--- src/rtl/mem_access_unit.sv ---
// Byte/half/word load-store alignment between the memory stage and a 64x32 word memory.
// Loads and word stores: 0 cycles (combinational); byte/half stores: 2 cycles (read, then merged write).
// Backpressure: Stall is high for the first cycle of an aligned sub-word store; misaligned requests never stall.
module mem_access_unit #(
    parameter int ADDR_W = 8
) (
    input  logic              CLK,
    input  logic              RST,
    input  logic              MemRead,
    input  logic              MemWrite,
    input  logic [1:0]        Size,
    input  logic              Unsigned,
    input  logic [ADDR_W-1:0] Addr,
    input  logic [31:0]       StoreData,
    output logic [31:0]       LoadData,
    output logic              Stall,
    output logic              Misaligned,
    output logic [7:0]        MisCount,
    output logic [ADDR_W-3:0] MemA,
    output logic              MemWE,
    output logic [31:0]       MemWD,
    input  logic [31:0]       MemRD
);

    typedef enum logic {IDLE, WRITE} state_t;

    state_t            state;
    logic [31:0]       merged;
    logic [ADDR_W-3:0] waddr;

    logic        req;
    logic        is_word;
    logic        is_half;
    logic        misal;
    logic        sub_store;
    logic [4:0]  byte_lsb;
    logic [4:0]  half_lsb;
    logic [7:0]  lbyte;
    logic [15:0] lhalf;
    logic [31:0] merge_w;

    // Request decode: size class, misalignment, and whether a read-modify-write starts now
    always_comb begin
        req       = MemRead | MemWrite;
        is_word   = Size[1];
        is_half   = (Size == 2'b01);
        misal     = req && ((is_half && Addr[0]) || (is_word && (Addr[1:0] != 2'b00)));
        sub_store = (state == IDLE) && MemWrite && !is_word && !misal;
        byte_lsb  = {Addr[1:0], 3'b000};
        half_lsb  = {Addr[1], 4'b0000};
    end

    // Load extraction: pick the addressed byte/half of the read word and extend it
    always_comb begin
        lbyte    = MemRD[byte_lsb +: 8];
        lhalf    = MemRD[half_lsb +: 16];
        LoadData = 32'd0;
        if (MemRead && !misal) begin
            if (is_word)
                LoadData = MemRD;
            else if (is_half)
                LoadData = {{16{!Unsigned & lhalf[15]}}, lhalf};
            else
                LoadData = {{24{!Unsigned & lbyte[7]}}, lbyte};
        end
    end

    // Store merge: old word with the target byte/half replaced by the right-aligned store data
    always_comb begin
        merge_w = MemRD;
        if (is_half)
            merge_w[half_lsb +: 16] = StoreData[15:0];
        else
            merge_w[byte_lsb +: 8] = StoreData[7:0];
    end

    // Memory-side outputs; WRITE replays the captured merge, reset suppresses any write
    always_comb begin
        Misaligned = misal;
        Stall      = !RST && sub_store;
        MemA       = (state == WRITE) ? waddr : Addr[ADDR_W-1:2];
        MemWD      = (state == WRITE) ? merged : StoreData;
        MemWE      = !RST && ((state == WRITE) ||
                              ((state == IDLE) && MemWrite && is_word && !misal));
    end

    // Sub-word store sequencer: capture merged word and address, then write it next cycle
    always_ff @(posedge CLK or posedge RST) begin
        if (RST) begin
            state  <= IDLE;
            merged <= 32'd0;
            waddr  <= '0;
        end else begin
            case (state)
                IDLE: begin
                    if (sub_store) begin
                        merged <= merge_w;
                        waddr  <= Addr[ADDR_W-1:2];
                        state  <= WRITE;
                    end
                end
                WRITE:   state <= IDLE;
                default: state <= IDLE;
            endcase
        end
    end

    // Saturating count of misaligned requests seen while idle
    always_ff @(posedge CLK or posedge RST) begin
        if (RST)
            MisCount <= 8'd0;
        else if (misal && (state == IDLE) && (MisCount != 8'hFF))
            MisCount <= MisCount + 8'd1;
    end

endmodule

--- config.mk ---
export PLATFORM = sky130hd
export DESIGN_NAME = mem_access_unit
export DESIGN_NICKNAME = d
export VERILOG_FILES = /design/src/rtl/mem_access_unit.sv
export SDC_FILE = /design/constraint.sdc
export NUM_CORES = 1
export LEC_CHECK = 0
export CORE_ASPECT_RATIO = 0.6
export CORE_MARGIN = 2
export CORE_UTILIZATION = 50
export DETAILED_ROUTE_END_ITERATION = 10
export DONT_BUFFER_PORTS = 1
export GPL_TIMING_DRIVEN = 0
export PLACE_DENSITY = 0.7
export SLEW_MARGIN = 10
export SYNTH_ARGS = -nofsm -noshare
export SYNTH_HDL_FRONTEND = slang
export SYNTH_SLANG_ARGS = --single-unit
--- constraint.sdc ---
create_clock -name CLK -period 4.54 [get_ports CLK]
set_input_delay 1.362 -clock CLK [delete_from_list [all_inputs] [get_ports CLK]]
set_output_delay 1.362 -clock CLK [all_outputs]
set_load 0.01 [all_outputs]
==> results_dict.tcl <==
set metrics [dict create \
    dr.first_iter.drc_count 449 \
    tightest_slew_ps 898 \
    finish.utilization_pct 56.7 \
    ctsHoldBuffers 0 \
    fillCellCount 644 \
    ff_latch_area_mm2 0.00118 \
    finalNetCount 509 \
    reg2regPathDepth 7 \
    sequentialPowerShare_pct 43.5 \
    leakage_nw 1.78 \
    core_area_mm2 0.00724 \
    r2r_start "state" \
    num_rows 24 \
    multi_input_area_mm2 0.00240 \
    top_level_ports 160 \
    clk_pin_slew_ps 60 \
    status "finished, final reports clean" \
    fin_cells 528 \
    clk_latency_ps 300 \
    critPathKind "input port to primary output" \
    ff2ff_setup_slack_ps 2390 \
    yosysTopAreaCellShare_pct 31.5 \
    detail_route.vias_per_cell 6.98 \
    synth.yosys.seq_area_share_pct 31.5 \
    worst_setup_path_start_kind "input port" \
    slowest_stage "buf_2" \
    arrival_ps 3080 \
    min_period_over_period_pct 97.9 \
    postPlaceCellArea_mm2 0.00389 \
    hold_path_end "waddr[2]" \
    max-slew-margin-rel_pct 40.0 \
    fp.dieW_um 116 \
    die_h_um 70.9 \
    drv_cap 0 \
    clockBufferDepth 2 \
    antenna_left 0 \
    drt-total-wl_mm 13.4 \
    drc 0 \
    crit_fanout 12 \
    die_area_mm2 0.00819 \
    cp.required_ps 3180 \
    clock_skew_ps 3.88 \
    syn_to_final_growth_pct 10.1 \
    groute.usage.overall_pct 32.8 \
    first_global_vias 3443 \
    fmax_mhz 225 \
    async_flop_share_pct 100 \
    gr-total-overflow 0 \
    syn_area_mm2 0.00373 \
    worstHoldPathType "register to register" \
    synth-edff-count 0 \
    grtUsageMet2_pct 45.1 \
    antenna_found_initial 0 \
    htree_levels 2 \
    cts_inserted_buffers 5 \
    ys.warnings.count 0 \
    cts_tree "built" \
    power.density_mw_per_mm2 346 \
    grt_pass1_wl_mm 20.4 \
    routedWlPerCell_um 25.3 \
    intPower_mw 0.945 \
    use_met3_pct 9.77 \
    synth_commonest_cells "mux2_2, dfrtp_1, nand2_1, o21ai_0, nor2_1" \
    synth_fp_nets 501 \
    drive_above_1_share_pct 23.3 \
    yosys.cell_count.top_type "mux2_2" \
    crit_path_cell_trace "buf_2 > inv_4 > clkbuf_8 > ha_4 > or2b_1 > o211ai_1 > buf_4 > or2_4 > nor2_2" \
    clkPwrFrac_pct 29.7 \
    cp_slowest_stage_delay_ps 270 \
    hold_viol 0 \
    yosys.area.top_type "dfrtp_1" \
    dp.cells 521 \
    syn_avg_cell_area_um2 8.97 \
    switching_share_pct 33.4 \
    grtUsageMet1_pct 50.3 \
    drv_slew 0 \
    synth_cells 416 \
    final_cell_area_mm2 0.00411 \
    rsz0062_at_grt "no" \
    grt_max_degree 30 \
    gp_congestion 0.984 \
    fin_crit_ps 4440 \
    clock-sinks 47 \
    ys_ff_latch 47 \
    port_buffers 0 \
    holdCritStartpoint "waddr[2]" \
    cts_root_buf "clkbuf_16" \
    share_comb_of_total_power_pct 26.8 \
    power.total_mw 1.42 \
    timing.rr.end "merged[1]" \
    initial_core_util_pct 51.5 \
    netlist_top_cells_area "dfrtp_1, mux2_2, a221oi_1" \
    endpoint_kind "primary output" \
    grt-busiest-layer "met1" \
    ys.flop_type "dfrtp_1" \
    vias 3685 \
    synth_cell_type_count 54 \
    vdd_ir_drop_max_mv 0.156 \
    antenna_cells 0 \
    setup_viol 0 \
    p_sw_mw 0.474 \
    whs_path_depth 2 \
    dr.pass1.iters 5 \
    dp_hpwl_mm 10.0 \
]
==> cell usage in the layout (no fill, tap or decap), types with 3 or more instances in the layout <==
master     synthesis  final
a211o_1            6      6
inv_1              6      4
nor2_2             0      7
buf_2             10      8
and3_1             5      5
a221o_1            8      8
o21ai_0           38     38
nor3_1             3      3
clkbuf_16          0      5
a21o_1            16     16
nor2_1            32     25
clkbuf_1          18     15
mux2_2            55     55
nand3_1           12     12
a21oi_1           11     11
ha_1               6      5
dfrtp_1           47     47
nor3b_1            3      3
and2_1             8      8
a221oi_1          25     25
a211oi_1           4      4
a22o_1             7      7
nand2_1           41     41
o22ai_1            7      7
buf_4              2      4
xor2_1             6      6
buf_1              3      3
a22oi_1            7      7
==> sequential cells by signal (all words and copies together), names as in the netlist <==
| register | count |
|---|---|
| state | 1 |
| waddr | 6 |
| MisCount | 8 |
| merged | 32 |
==> routing by layer <==
metal  up-vias  part of all wire, %
li1       1576                    -
met2       281                   40
met1      1801                   44
met3        27                   14
met4         0                  2.1
met5         -                    0
==> worst max-delay path, delay by kind of cell <==
kind,cells,cell delay [ps]
buffers and inverters,4,810
adder cells (fa/ha/maj),1,190
AND/OR/NAND/NOR,3,520
AO/OA/AOI/OAI,1,190
==> final cells by class <==
cell class	instances	share of cell area [%]
plain buffers	33	4.18
clock buffers	5	3.05
clock inverters	2	0.914
inverters	8	0.884
multi-input cells	327	58.5
flip-flops and latches	47	28.6
well taps	104	3.17
repair buffers	2	0.671
==> logic make-up (layout without fill, tap and decap cells) <==
| family | after synthesis | count (layout) | synth area share, % |
|---|---|---|---|
| AO/OA/AOI/OAI | 136 | 136 | 25.9 |
| AND/OR/NAND/NOR | 120 | 120 | 16.1 |
| multiplexers | 58 | 58 | 17.9 |
| flip-flops | 47 | 47 | 31.5 |
| buffers and inverters | 42 | 50 | 4.96 |
| XOR/XNOR | 7 | 7 | 1.64 |
| adder cells (fa/ha/maj) | 6 | 6 | 2.01 |
==> what timing repair did <==
item / CTS / global route
setup buffers: 1 / 0
endpoints found under the setup margin: 25 / 24
gates cloned: 0 / 0
pin swaps: 1 / 1
resized for setup: 14 / 4
==> metrics by stage <==
step | TNS [ps] | setup WS, ps | hold slack, ps
after global routing | 0 | 39.5 | 508
after global placement | -5790 | -342 | 454
after CTS | 0 | 21.2 | 479
after detailed placement | -6950 | -405 | 462
after floorplan | 0 | 13.9 | 440
final | 0 | 96.0 | 477
==> worst max path at each step <==
stage	startpoint	cells after the start	to
5_1_grt	Addr[1]	8	LoadData[25]
2_1_floorplan	Addr[1]	10	LoadData[10]
4_1_cts	Addr[0]	8	LoadData[13]
3_5_place_dp	Addr[1]	9	LoadData[25]
3_3_place_gp	Addr[1]	9	LoadData[25]
6_report	Addr[1]	9	LoadData[13]
==> power by group through the flow <==
stage / Clock (mW) / Sequential, mW / Combinational [mW]
detailed placement: 0 / 0.622 / 0.368
global route: 0.439 / 0.629 / 0.419
CTS: 0.424 / 0.615 / 0.375
floorplan: 0 / 0.596 / 0.303
finish: 0.421 / 0.618 / 0.380
global placement: 0 / 0.618 / 0.356
Power figures use the tool's default switching activity.
